### src/rtl/xaddr_router_pkg.sv
// xaddr_router_pkg: FSM encoding, index-width helper and the default picoversat slave map.
// Build option XADDR_TIMEOUT_EN enables the bus-timeout watchdog in xaddr_router.
package xaddr_router_pkg;

    typedef enum logic [1:0] {
        IDLE = 2'd0,
        BUSY = 2'd1,
        RESP = 2'd2
    } xr_state_t;

    // Default picoversat data-port map (13-bit address space).
    localparam logic [12:0] MEM_BASE  = 13'h0000;
    localparam logic [7:0]  MEM_OFFS  = 8'd11;
    localparam logic [12:0] REGF_BASE = 13'h0800;
    localparam logic [7:0]  REGF_OFFS = 8'd4;
    localparam logic [12:0] CPRT_BASE = 13'h0810;
    localparam logic [7:0]  CPRT_OFFS = 8'd1;
    localparam logic [12:0] EXT_BASE  = 13'h1000;
    localparam logic [7:0]  EXT_OFFS  = 8'd12;

    localparam logic [4*13-1:0] XR_DEFAULT_BASE_VEC = {EXT_BASE, CPRT_BASE, REGF_BASE, MEM_BASE};
    localparam logic [4*8-1:0]  XR_DEFAULT_OFFS_VEC = {EXT_OFFS, CPRT_OFFS, REGF_OFFS, MEM_OFFS};

`ifdef XADDR_TIMEOUT_EN
    localparam bit XR_TIMEOUT_EN = 1'b1;
`else
    localparam bit XR_TIMEOUT_EN = 1'b0;
`endif

    function automatic int unsigned xr_idx_w(input int unsigned n);
        return (n > 1) ? $clog2(n) : 1;
    endfunction

endpackage

### src/rtl/xaddr_router_match.sv
// xaddr_match: per-slave base/offset-window hit vector with lowest-index priority select.
// Purely combinational so other bus masters can reuse the same decoder.
module xaddr_match
    import xaddr_router_pkg::*;
#(
    parameter int unsigned               ADDR_W   = 13,
    parameter int unsigned               N_SLV    = 4,
    parameter logic [N_SLV*ADDR_W-1:0]   BASE_VEC = '0,
    parameter logic [N_SLV*8-1:0]        OFFS_VEC = {N_SLV{8'd4}},
    parameter int unsigned               IDX_W    = xr_idx_w(N_SLV)
) (
    input  logic [ADDR_W-1:0] addr_i,
    output logic              hit_any_o,
    output logic [IDX_W-1:0]  idx_o
);

    localparam logic [ADDR_W:0] ONE = {{ADDR_W{1'b0}}, 1'b1};

    logic [N_SLV-1:0] hit;

    for (genvar g = 0; g < N_SLV; g++) begin : g_win
        localparam int unsigned       OFFS = int'(OFFS_VEC[g*8 +: 8]);
        localparam logic [ADDR_W-1:0] BASE = BASE_VEC[g*ADDR_W +: ADDR_W];
        // One extra bit so an offset equal to ADDR_W yields an all-zero mask.
        localparam logic [ADDR_W:0]   LOW  = (ONE << OFFS) - ONE;
        localparam logic [ADDR_W-1:0] MASK = ~LOW[ADDR_W-1:0];

        assign hit[g] = ((addr_i & MASK) == BASE);
    end

    always_comb begin
        hit_any_o = 1'b0;
        idx_o     = '0;
        for (int unsigned i = 0; i < N_SLV; i++) begin
            if (hit[i] && !hit_any_o) begin
                hit_any_o = 1'b1;
                idx_o     = IDX_W'(i);
            end
        end
    end

endmodule

### src/rtl/xaddr_router.sv
// xaddr_router: routes one master request to N_SLV windowed slaves with ready handshake,
// registered read data and sticky trap status. Watchdog built in with XADDR_TIMEOUT_EN.
module xaddr_router
    import xaddr_router_pkg::*;
#(
    parameter int unsigned               ADDR_W   = 13,
    parameter int unsigned               DATA_W   = 32,
    parameter int unsigned               N_SLV    = 4,
    parameter logic [N_SLV*ADDR_W-1:0]   BASE_VEC = '0,
    parameter logic [N_SLV*8-1:0]        OFFS_VEC = {N_SLV{8'd4}},
    parameter int unsigned               TMO_CYC  = 16
) (
    input  logic                      clk,
    input  logic                      rst,
    input  logic [ADDR_W-1:0]         addr,
    input  logic                      sel,
    output logic                      ready,
    output logic [DATA_W-1:0]         data_to_rd,
    output logic [N_SLV-1:0]          slv_sel,
    input  logic [N_SLV-1:0]          slv_ready,
    input  logic [N_SLV*DATA_W-1:0]   slv_data_to_rd,
    output logic                      trap,
    output logic                      trap_pending,
    output logic [ADDR_W-1:0]         trap_addr,
    input  logic                      trap_clr
);

    localparam int unsigned IDX_W = xr_idx_w(N_SLV);

    if (N_SLV < 1 || N_SLV > 8) begin : g_bad_nslv
        $error("xaddr_router: N_SLV must be in 1..8");
    end
    if (TMO_CYC < 2) begin : g_bad_tmo
        $error("xaddr_router: TMO_CYC must be >= 2");
    end

    xr_state_t            state_q;
    logic [IDX_W-1:0]     idx_q;
    logic                 ready_q;
    logic                 trap_q;
    logic [DATA_W-1:0]    data_q;
    logic                 trap_pending_q;
    logic [ADDR_W-1:0]    trap_addr_q;

    logic                 hit_any;
    logic [IDX_W-1:0]     match_idx;
    logic [IDX_W-1:0]     cur_idx;
    logic                 cur_rdy;
    logic [DATA_W-1:0]    rd_word;
    logic                 sel_en;
    logic                 tmo_hit;
    logic                 trap_d;

    xaddr_match #(
        .ADDR_W   (ADDR_W),
        .N_SLV    (N_SLV),
        .BASE_VEC (BASE_VEC),
        .OFFS_VEC (OFFS_VEC),
        .IDX_W    (IDX_W)
    ) u_match (
        .addr_i    (addr),
        .hit_any_o (hit_any),
        .idx_o     (match_idx)
    );

    // In BUSY the latched index steers everything; in IDLE the live decode does.
    assign cur_idx = (state_q == BUSY) ? idx_q : match_idx;
    assign sel_en  = ((state_q == IDLE) && sel && hit_any) || (state_q == BUSY);

    always_comb begin
        cur_rdy = 1'b0;
        rd_word = '0;
        slv_sel = '0;
        for (int unsigned i = 0; i < N_SLV; i++) begin
            if (IDX_W'(i) == cur_idx) begin
                cur_rdy    = slv_ready[i];
                rd_word    = slv_data_to_rd[i*DATA_W +: DATA_W];
                slv_sel[i] = sel_en;
            end
        end
    end

`ifdef XADDR_TIMEOUT_EN
    localparam int unsigned CNT_W = $clog2(TMO_CYC + 1);

    logic [CNT_W-1:0] cnt_q;

    assign tmo_hit = (cnt_q == CNT_W'(TMO_CYC - 1));

    always_ff @(posedge clk) begin
        if (rst) begin
            cnt_q <= '0;
        end else if (state_q == IDLE) begin
            cnt_q <= '0;
        end else if (state_q == BUSY) begin
            cnt_q <= cnt_q + 1'b1;
        end
    end
`else
    assign tmo_hit = 1'b0;
`endif

    always_comb begin
        trap_d = 1'b0;
        if ((state_q == IDLE) && sel && !hit_any) begin
            trap_d = 1'b1;
        end
        if ((state_q == BUSY) && !cur_rdy && tmo_hit) begin
            trap_d = 1'b1;
        end
    end

    always_ff @(posedge clk) begin
        if (rst) begin
            state_q        <= IDLE;
            idx_q          <= '0;
            ready_q        <= 1'b0;
            trap_q         <= 1'b0;
            data_q         <= '0;
            trap_pending_q <= 1'b0;
            trap_addr_q    <= '0;
        end else begin
            ready_q <= 1'b0;
            trap_q  <= 1'b0;
            case (state_q)
                IDLE: begin
                    if (sel) begin
                        if (!hit_any) begin
                            state_q <= RESP;
                            ready_q <= 1'b1;
                            trap_q  <= 1'b1;
                            data_q  <= '0;
                        end else if (cur_rdy) begin
                            state_q <= RESP;
                            ready_q <= 1'b1;
                            data_q  <= rd_word;
                        end else begin
                            state_q <= BUSY;
                            idx_q   <= match_idx;
                        end
                    end
                end
                BUSY: begin
                    if (cur_rdy) begin
                        state_q <= RESP;
                        ready_q <= 1'b1;
                        data_q  <= rd_word;
                    end else if (tmo_hit) begin
                        state_q <= RESP;
                        ready_q <= 1'b1;
                        trap_q  <= 1'b1;
                        data_q  <= '0;
                    end
                end
                RESP: begin
                    state_q <= IDLE;
                end
                default: begin
                    state_q <= IDLE;
                end
            endcase

            // A fresh trap overrides a simultaneous clear; otherwise the first fault is kept.
            if (trap_d) begin
                trap_pending_q <= 1'b1;
                if (!trap_pending_q || trap_clr) begin
                    trap_addr_q <= addr;
                end
            end else if (trap_clr) begin
                trap_pending_q <= 1'b0;
                trap_addr_q    <= '0;
            end
        end
    end

    assign ready        = ready_q;
    assign trap         = trap_q;
    assign data_to_rd   = data_q;
    assign trap_pending = trap_pending_q;
    assign trap_addr    = trap_addr_q;

endmodule

### config.mk
export PLATFORM = sky130hd
export DESIGN_NAME = xaddr_router
export DESIGN_NICKNAME = d
export VERILOG_FILES = /design/src/rtl/xaddr_router_pkg.sv /design/src/rtl/xaddr_router_match.sv /design/src/rtl/xaddr_router.sv
export SDC_FILE = /design/constraint.sdc
export NUM_CORES = 1
export LEC_CHECK = 0
export CAP_MARGIN = 20
export CORE_AREA = 3 3 85 87
export DETAILED_ROUTE_END_ITERATION = 8
export DIE_AREA = 0 0 88 90
export PLACE_DENSITY_LB_ADDON = 0.25
export SETUP_SLACK_MARGIN = 0.4
export SLEW_MARGIN = 20
export SYNTH_ARGS = -nofsm -noshare
export SYNTH_HDL_FRONTEND = slang
export SYNTH_SLANG_ARGS = --single-unit
### constraint.sdc
create_clock -name clk -period 1.76 [get_ports clk]
set_input_delay 0.352 -clock clk [delete_from_list [all_inputs] [get_ports clk]]
set_output_delay 0.352 -clock clk [all_outputs]
set_load 0.02 [all_outputs]
==> results of run 1 <==
[final timing paths]
check,start,end,slack (ns),cells after the start
hold / removal,addr[4],trap_addr[4],0.27,2
setup reg to reg,state_q[0],data_to_rd[28],0.28,7
setup / recovery,addr[11],slv_sel[0],0.21,5
hold reg to reg,data_to_rd[0],data_to_rd[0],0.47,1
[power groups by stage]
stage	clock, mW	sequential, mW	combinational (mW)
2_1_floorplan	0	1.22	0.0681
3_3_place_gp	0	1.20	0.276
3_5_place_dp	0	1.19	0.277
4_1_cts	0.663	1.17	0.288
5_1_grt	0.703	1.17	0.311
6_report	0.635	1.17	0.293
[state kept, by name (all words and copies together) (netlist names)]
name	flops
data_to_rd	32
ready	1
state_q	2
trap	1
trap_addr	13
trap_pending	1
[worst max-delay path: stages]
cell and delay (ns):
buf_6 0.10, nor4_4 0.29, a41oi_2 0.18, nor2_2 0.13, buf_4 0.15
[cells in the mapped netlist (all sizes together)]
| library cell | number |
|---|---|
| nor2b | 1 |
| nand2b | 2 |
| nor4 | 3 |
| and3 | 1 |
| nand2 | 1 |
| and3b | 1 |
| a41oi | 1 |
| o41a | 1 |
| nand4 | 1 |
| dfxtp | 50 |
| a22o | 45 |
| or3 | 1 |
| nor2 | 5 |
| conb | 1 |
| inv | 1 |
| o21ai | 1 |
| nor3 | 1 |
| a21oi | 5 |
| buf | 12 |
[layout make-up]
| type | instances | area (um^2) |
|---|---|---|
| clock buffers | 6 | 72.6 |
| clock inverters | 1 | 7.51 |
| fillers | 618 | 3370 |
| inverters | 1 | 3.75 |
| multi-input cells | 74 | 639 |
| flip-flops and latches | 50 | 1000 |
| well taps | 77 | 96.3 |
| repair buffers | 121 | 1230 |
[logic make-up (layout without fill, tap and decap cells)]
logic type      Yosys count  count (layout)  synth area share
compound gates           53              53             0.270
flops                    50              50             0.599
other cells               1               3           0.00224
buf+inv                  13             129            0.0554
simple gates             17              18            0.0734
[what timing repair did]
item,4_1_cts,5_1_grt
pin swaps,32,20
hold buffers,0,0
gates cloned,4,1
resized for setup,124,52
endpoints found under the setup margin,99,82
buffers inserted,7,4
[layout by cell type (no fill, tap or decap), types with 2 or more instances in the layout]
cell type / n
dfxtp_1: 48
a22o_1: 45
clkdlybuf4s50_1: 38
clkdlybuf4s15_1: 23
clkbuf_2: 13
buf_4: 12
dlygate4sd2_1: 11
buf_6: 10
clkbuf_8: 5
a21oi_1: 4
buf_16: 4
clkdlybuf4s15_2: 4
nor2_1: 3
conb_1: 3
buf_12: 3
nor2_2: 2
nor4_4: 2
nor2b_4: 2
buf_8: 2
dfxtp_2: 2
[per-layer routing]
| metal | routed length [um] | vias up | GRT usage |
|---|---|---|---|
| li1 | - | 747 | - |
| met5 | 0 | - | 0 |
| met1 | 2600 | 760 | 0.186 |
| met4 | 36 | 0 | 0.0422 |
| met3 | 346 | 2 | 0.0329 |
| met2 | 2470 | 66 | 0.199 |
==> metrics.csv, run 1 <==
metric,value,unit
status,finished clean,
clock tree buffer depth,2,
Final Critical Period,1.55,ns
Worst setup SP type,input port,
placed inst area,0.00277,mm^2
# rows,29,
Comb pwr share,0.140,
Fmax,647,MHz
crit end category,primary output,
CP required,1.41,ns
clock transition at the registers of the reported paths,0.09,ns
core box area,0.00642,mm^2
Starting Density,0.260,
Die H,90,um
Post-Syn Instances,134,
sequential element share of the synthesized area,0.599,
ratio of final minimum period to clock period,0.878,
CP arrival,1.19,ns
clk_skew,0.00953,ns
Area contributors post-synth,"dfxtp_1, a22o_1, nor4_4, buf_6, buf_4",
dpl cells,307,
synthesis-to-finish area growth,82.8,%
Die Width,88,um
Antenna Cells,0,
Hold WS,0.269,ns
DRC marker count from the first detailed-route iteration,44,
WL final,5460,um
total grt overflow,0,
Synth area leader,dfxtp_1,
Peak VDD IR,0.301,mV
Setup WS pre-CTS,-0.784,ns
Layout Nets,402,
type of the tightest min-delay check,in2reg,
Placer Congestion,0.747,
PD cells,686,mW/mm^2
Final Max Tran Viols,0,
Routed WL per cell,16.5,um
P_leak,1.31,nW
design area,0.00306,mm^2
Psw,0.499,mW
P_int,1.60,mW
Via density,4.77,
DR vias,1575,
worst skew pair latency,0.30,ns
fraction of power spent switching nets,0.238,
Clock power frac,0.303,
CTS sink cnt,50,
Non-Filler Instances,330,
total negative slack,0,ns
sequential fraction of design power,0.558,
CTS tree,yes,
worst-path maximum fanout,2,
Yosys reg bits,50,
Yosys cell types,22,
initial antenna violation count,0,
H-tree depth,2,
largest net degree at the start of global routing,33,
"Hold Vio Cnt, Final",0,
CTS buffer count,5,
# IOs,201,
Pre-antenna DRT Iters,4,
WS Path Type,in2out,
number of global-route vias before repair,1508,
total power,2.10,mW
number of buffers inserted by port buffering,98,
RSZ-0062 raised after global routing,true,
Max Cap Viol,0,
total track usage,0.133,
"Avg Cell Area, Syn",12.5,um^2
Final setup violation count,0,
mapped cell area,0.00167,mm^2
Layout Utilization,0.476,
proportion of layout cells with a drive suffix above 1,0.269,
Setup WS post-layout,0.215,ns
placed wire-length estimate,3450,um
Remaining DRCs,0,
post-synth top area share,0.599,
YS warnings,0,
Root Driver,clkbuf_8,
DIE AREA,0.00792,mm^2
global-route wire length before repair,8180,um
antenna-violating nets left,0,
Note: power is estimated with default switching activity, not from simulation.
==> inputs of run 2 (changes only) <==
--- a/config.mk
+++ b/config.mk
@@ -5,6 +5,7 @@
 export SDC_FILE = /design/constraint.sdc
 export NUM_CORES = 1
 export LEC_CHECK = 0
+export ABC_CLOCK_PERIOD_IN_PS = 1760
 export CAP_MARGIN = 20
 export CORE_AREA = 3 3 85 87
 export DETAILED_ROUTE_END_ITERATION = 8
==> results of run 2 <==
Same layout as run 1: the final DEF is identical, and so are final timing and power.
==> inputs of run 3 (changes only) <==
--- a/config.mk
+++ b/config.mk
@@ -7,9 +7,10 @@
 export LEC_CHECK = 0
 export ABC_CLOCK_PERIOD_IN_PS = 1760
 export CAP_MARGIN = 20
-export CORE_AREA = 3 3 85 87
+export CORE_AREA = 3 3 100 74
 export DETAILED_ROUTE_END_ITERATION = 8
-export DIE_AREA = 0 0 88 90
+export DIE_AREA = 0 0 103 77
+export HOLD_SLACK_MARGIN = 0.05
 export PLACE_DENSITY_LB_ADDON = 0.25
 export SETUP_SLACK_MARGIN = 0.4
 export SLEW_MARGIN = 20
==> metrics.csv, run 3 (synthesis results as in run 1) <==
metric,value,unit,change
initial antenna violation count,0,,unchanged
CTS tree,yes,,
global-route wire length before repair,8680,um,+6.1%
busiest grt layer,met1,,
number of global-route vias before repair,1546,,+2.5%
Layout Utilization,0.485,,+0.00883
clk_skew,0.00898,ns,-0.000548 ns
Antenna Cells,0,,unchanged
# rows,25,,-14%
placed wire-length estimate,3530,um,+2.4%
placed inst area,0.00279,mm^2,+0.54%
Final Critical Period,1.57,ns,+0.0284 ns
most frequent cells in the layout,"dfxtp_1, a22o_1, clkdlybuf4s50_1, clkdlybuf4s15_1, clkbuf_2",,
worst-path maximum fanout,2,,unchanged
Final Max Tran Viols,0,,unchanged
Hold Startpoint,addr[5],,
core box area,0.00657,mm^2,+2.3%
met2 Track Usage GR,0.185,,-0.0141
total grt overflow,0,,unchanged
H-tree depth,2,,unchanged
DIE AREA,0.00793,mm^2,+0.14%
PD cells,679,mW/mm^2,-1.1%
total negative slack,0,ns,unchanged
antenna-violating nets left,0,,unchanged
Max Cap Viol,0,,unchanged
DRC marker count from the first detailed-route iteration,57,,+30%
"Hold Vio Cnt, Final",0,,unchanged
RR Startpoint,state_q[0],,
number of buffers inserted by port buffering,98,,unchanged
"most common cell after layout, fill and taps aside",dfxtp_1,,
DR vias,1563,,-0.76%
Via density,4.57,,-4.2%
largest net degree at the start of global routing,16,,-52%
Peak VDD IR,0.280,mV,-6.9%
total track usage,0.143,,+0.00985
WL final,5840,um,+7.0%
Final setup violation count,0,,unchanged
synthesis-to-finish area growth,90.4,%,
worst skew pair latency,0.30,ns,about the same
Fmax,635,MHz,-1.8%
# IOs,201,,unchanged
Worst setup SP type,input port,,
CTS buffer count,5,,unchanged
P_leak,1.34,nW,+2.9%
CTS sink cnt,50,,unchanged
crit end category,primary output,,
dpl cells,314,,+2.3%
Remaining DRCs,0,,unchanged
Pre-antenna DRT Iters,4,,unchanged
CP arrival,1.22,ns,+0.03 ns
type of the tightest min-delay check,in2reg,,
WS Path Type,in2out,,
design area,0.00318,mm^2,+4.2%
clock tree buffer depth,2,,unchanged
Hold WS,0.261,ns,-0.00785 ns
Root Driver,clkbuf_8,,
Placer Congestion,0.782,,+4.6%
proportion of layout cells with a drive suffix above 1,0.303,,+0.0339
max reg flops,32,,unchanged
status,finished clean,,
ratio of final minimum period to clock period,0.894,,+0.0161
Layout Nets,409,,+1.7%
CP required,1.41,ns,about the same
clock transition at the registers of the reported paths,0.09,ns,about the same
Starting Density,0.254,,-0.00580
met3 GRT Util,0.0355,,+0.00255
Non-Filler Instances,342,,+3.6%
hold buffers post-CTS,0,,unchanged
met1 GRT Util,0.234,,+0.0487
Die H,77,um,-14%
Die Width,103,um,+17%
RSZ-0062 raised after global routing,true,,
Routed WL per cell,17.1,um,+3.2%
CP Launch Point,addr[5],,
==> run 3: path summary, 6_finish.rpt <==
| kind | end | slack, ns | cells after the start |
|---|---|---|---|
| max reg2reg | data_to_rd[24] | 0.19 | 8 |
| min | trap_addr[5] | 0.26 | 2 |
| max | slv_sel[0] | 0.19 | 5 |
| min reg2reg | data_to_rd[0] | 0.48 | 1 |
==> run 3: final cells by class <==
class / count / area [um^2]
multi-input cells: 73 / 659
clock inverters: 2 / 13.8
flip-flops and latches: 50 / 1000
fillers: 634 / 3390
well taps: 81 / 101
clock buffers: 6 / 72.6
repair buffers: 129 / 1330
inverters: 1 / 3.75
==> run 3: timing repair <==
| action | 4_1_cts | 5_1_grt |
|---|---|---|
| setup endpoints to repair | 99 | 87 |
| pin swaps | 17 | 28 |
| setup buffers | 9 | 4 |
| gates cloned | 6 | 1 |
| resized for setup | 122 | 66 |
==> run 3: worst max-delay path, cell delays in order <==
cell	delay (ns)
buf_8	0.10
nor4_4	0.34
a41oi_4	0.18
nor2_4	0.12
buf_6	0.12
==> run 3: stage by stage <==
| stage | power [mW] | setup slack, ns |
|---|---|---|
| after floorplan | 1.28 | 0.262 |
| after global placement | 1.47 | -0.724 |
| after detailed placement | 1.47 | -0.682 |
| after CTS | 2.19 | 0.145 |
| after global routing | 2.27 | 0.133 |
| final | 2.16 | 0.186 |
==> run 3: layer usage <==
layer	vias to the layer above	share of wire
li1	758	-
met1	734	0.57
met2	68	0.36
met3	3	0.065
met4	0	0.0029
met5	-	0
==> run 3: where the power goes <==
part | total, mW | internal, mW | switching, mW
clock | 0.660 | 0.281 | 0.378
combinational | 0.329 | 0.194 | 0.135
sequential | 1.17 | 1.15 | 0.0175
==> patch 1: new RTL, flow settings as in run 1 <==
Add a define of `XADDR_TIMEOUT_EN`.
--- a/src/rtl/xaddr_router_pkg.sv
+++ b/src/rtl/xaddr_router_pkg.sv
@@ -1,5 +1,7 @@
 // xaddr_router_pkg: FSM encoding, index-width helper and the default picoversat slave map.
 // Build option XADDR_TIMEOUT_EN enables the bus-timeout watchdog in xaddr_router.
+`define XADDR_TIMEOUT_EN
+
 package xaddr_router_pkg;
 
     typedef enum logic [1:0] {
Check against the original RTL: same outputs for any inputs over 4 cycles, from zero or initial values and one cycle with rst high; that may be too few to reach the edited logic, so the function may still have changed.
==> patch 1 against run 1 <==
- the run now ends with negative setup slack left
- non-clock buffer count increased by 9
- setup slack got worse by 0.29 ns
- highest routed layer unchanged
- critical path depth increased by 4
- count of clock-buffer cells in the layout unchanged
- via count increased by 16%
- cell count increased by 14%
- global-route usage increased by 0.26 points
- synthesized cell count increased by 31%
- critical path type is now flop to flop
- total power increased by 23%
- routed wire length increased by 2.3%
- synthesized area increased by 21%
- sequential power increased by 9%
- design area increased by 12%
- critical endpoint is now data_to_rd[22]
- sequential cell count increased by 5
==> patch 1: results (changes against run 1) <==
| Metric | Value |
|---|---|
| Buffers outside the clock class | 130 (was 121) |
| Via/cell ratio | 4.88 (was 4.77) |
| Metal2 WL | 2.54 mm (was 2.47 mm) |
| Post-synth top cells | 55 x dfxtp_1, 32 x a22o_1, 16 x nor2_1 (was 50 x dfxtp_1, 45 x a22o_1, 5 x a21oi_1, 5 x buf_2, 5 x nor2_1) |
| Reg2reg end | data_to_rd[22] (was data_to_rd[28]) |
| Post-synthesis area per instance | 11.6 µm² (was 12.5 µm²) |
| Seq/total area | 0.323 (was 0.328) |
| Critical path peak fanout | 6 (was 2) |
| TNS Setup | -2.54 ns (was 0 ns) |
| Inverters | 3 (was 1) |
| Post-DP Area | 3210 µm² (was 2770 µm²) |
| Peak VDD IR | 0.000456 V (was 0.000301 V) |
| Crit-path max cell delay | 0.36 ns (was 0.29 ns) |
| Final setup viols | 45 (was 0) |
| Clock buf/inv share | 0.0388 (was 0.0262) |
| R2R depth | 9 (was 7) |
| Placer Congestion | 0.766 (was 0.747) |
| Switching Share | 0.213 (was 0.238) |
| DR vias | 1831 (was 1575) |
| Setup ws final | -0.0792 ns (was 0.215 ns) |
| Status | finished, violations left (was completed) |
| Fillers | 592 (was 618) |
| Sequential fraction of the synthesis area | 0.543 (was 0.599) |
| Met1 WL | 2.43 mm (was 2.60 mm) |
| Total power | 2570 µW (was 2100 µW) |
| Violated checks | negative setup slack |
| Post-CTS Setup Inserts | 3 (was 7) |
| WHS | 0.261 ns (was 0.269 ns) |
| Grt met3 use | 0.0585 (was 0.0329) |
| RR Startpoint | cnt_q[1] (was state_q[0]) |
| Place WS | -0.738 ns (was -0.784 ns) |
| Resized Gates After CTS | 77 (was 124) |
## patch 1: worst max-delay path by stage
stage	slack, ns	cells past startpoint	endpoint	from
after floorplan	-0.04	8	trap_addr[10]	cnt_q[0]
after global placement	-0.73	5	slv_sel[0]	addr[10]
after detailed placement	-0.74	5	slv_sel[0]	addr[10]
after CTS	-0.11	8	trap_addr[7]	cnt_q[0]
after global routing	-0.16	9	data_to_rd[29]	cnt_q[1]
final	-0.08	9	data_to_rd[22]	cnt_q[1]
## patch 1: kinds of logic (layout without fill, tap and decap cells)
logic type	after synthesis	in the layout	synth area share
compound gates	59	59	0.252
flops	55	55	0.543
simple gates	36	36	0.104
buf+inv	20	141	0.0771
fa+ha+maj	2	2	0.0123
mux	2	2	0.0105
other cells	1	3	0.00185
## patch 1: critical path, delay by kind of cell, from the launching register on
kind                     cells  cell delay (ns)
AO/OA/AOI/OAI                3             0.59
flip-flops                   1             0.36
adder cells (fa/ha/maj)      2             0.28
buffers and inverters        2             0.28
AND/OR/NAND/NOR              2             0.21
==> patch 2: new RTL, config.mk and constraints of run 1 <==
Made on the original files. Encoding of `xr_state_t`: now one-hot (3 bits for 3 states).
--- a/src/rtl/xaddr_router_pkg.sv
+++ b/src/rtl/xaddr_router_pkg.sv
@@ -2,10 +2,10 @@
 // Build option XADDR_TIMEOUT_EN enables the bus-timeout watchdog in xaddr_router.
 package xaddr_router_pkg;
 
-    typedef enum logic [1:0] {
-        IDLE = 2'd0,
-        BUSY = 2'd1,
-        RESP = 2'd2
+    typedef enum logic [2:0] {
+        IDLE = 3'b001,
+        BUSY = 3'b010,
+        RESP = 3'b100
     } xr_state_t;
 
     // Default picoversat data-port map (13-bit address space).
Formal check against the unedited RTL: same outputs for any inputs over 4 cycles, from zero or initial values and one cycle with rst high; so few cycles prove little.
==> patch 2 against run 1 <==
- design area grew 19%
- fmax is 0.16% higher
- routed wire length up 14%
- sequential cell count is 1 higher
- synthesized cell count rose by 52%
- synthesized area increased by 18%
- setup slack improved by 0.0025 ns
- critical path type is now input pin to flop
Power is not compared: it rests on default switching activity, and its combinational part moved more than twofold at a synthesized area within 25%.
==> patch 2: results (changes against run 1) <==
| Metric | Value |
|---|---|
| Clock buf/inv share | 0.0271 (was 0.0262) |
| Post-CTS Setup Inserts | 13 (was 7) |
| Sequential fraction of the synthesis area | 0.517 (was 0.599) |
| Post-Place Cells | 380 (was 307) |
| CP Launch Point | slv_ready[0] (was addr[11]) |
| DRT iter0 DRCs | 45 (was 44) |
| Final Cell Area | 3650 µm² (was 3060 µm²) |
| Critical path peak fanout | 6 (was 2) |
| Multi-input logic area | 1160 µm² (was 639 µm²) |
| Multi-input gates | 140 (was 74) |
| Post-Route WL | 6.21 mm (was 5.46 mm) |
| R2R depth | 9 (was 7) |
| Crit-path max cell delay | 0.54 ns (was 0.29 ns) |
| H-tree Lvls | 2 (unchanged) |
| Status | completed (unchanged) |
| Tot GR Track Use | 0.154 (was 0.133) |
| Placer Congestion | 0.693 (was 0.747) |
| Flop2flop setup slack | 0.24 ns (was 0.28 ns) |
| Synth top area cells | dfxtp_1 52%, nand2_1 11%, a21oi_2 5.8% (was dfxtp_1 60%, a22o_1 24%, nor4_4 2.5%) |
| Vias in the first global route | 1831 (was 1508) |
| Switching Share | 0.285 |
| Resized Gates After CTS | 141 (was 124) |
| Worst Setup EP | data_to_rd[7] (was slv_sel[0]) |
| Static leakage | 0.00155 µW |
| Slowest cell on the critical path | clkdlybuf4s50_1 (was nor4_4) |
| Layout cells sized above 1 | 0.470 (was 0.269) |
| Crit path time final | 1.54 ns (was 1.55 ns) |
| CTS sink cnt | 51 (was 50) |
| Clock skew | 0.00956 ns (was 0.00953 ns) |
| Worst hold path class | input pin to flop (unchanged) |
| First-pass GRT wire length | 9.44 mm (was 8.18 mm) |
| NumNets Final | 478 (was 402) |
| Place WS | -0.609 ns (was -0.784 ns) |
| Dpl hpwl | 3.66 mm (was 3.45 mm) |
| Buffers outside the clock class | 130 (was 121) |
| Synth Area in Compound Gates | 0.201 (was 0.270) |
| Post-synthesis area per instance | 9.68 µm² (was 12.5 µm²) |
| CP Data Arrival Time | 1.79 ns (was 1.19 ns) |
| Critical path's top delay family | buffers and inverters (was simple AND/OR/NAND/NOR gates) |
| Post-DP Area | 3090 µm² (was 2770 µm²) |
| NonClk Buf Share | 0.345 (was 0.403) |
| Register area | 1030 µm² (was 1000 µm²) |
| Area grow syn2layout | 84.7% (was 82.8%) |
| DR vias | 1895 (was 1575) |
| RR Startpoint | state_q[1] (was state_q[0]) |
| Drt pass-1 iters | 4 (unchanged) |
| Via/cell ratio | 4.66 (was 4.77) |
| Yosys cell types | 30 (was 22) |
| Fillers | 598 (was 618) |
| Adder-cell area share of the yosys netlist | 0 (unchanged) |
[patch 2: cell types whose count changed in the layout (fill, tap and decap cells not counted), sizes merged, moves of 3 or more]
cell	before	now
a21o	0	3
a21oi	5	33
a22o	45	13
buf	31	38
clkbuf	19	32
clkdlybuf4s15	27	22
dlygate4sd2	11	6
nand2	1	64
nor3	1	4
[patch 2: worst min-delay path by stage]
stage                               from        endpoint  slack, ns  depth (start not counted)
final                            addr[5]    trap_addr[5]       0.27                          2
after global routing             addr[5]    trap_addr[5]       0.26                          2
after detailed placement  data_to_rd[22]  data_to_rd[22]       0.45                          2
after CTS                        addr[5]    trap_addr[5]       0.26                          2
after floorplan             slv_ready[0]      state_q[1]       0.43                          1
after global placement    data_to_rd[24]  data_to_rd[24]       0.44                          2
[patch 2: metal layers]
| metal | global-route usage | share of wire |
|---|---|---|
| met2 | 0.244 | 0.47 |
| met5 | 0 | 0 |
| met4 | 0.0345 | 0.0058 |
| met1 | 0.201 | 0.46 |
| met3 | 0.0521 | 0.065 |
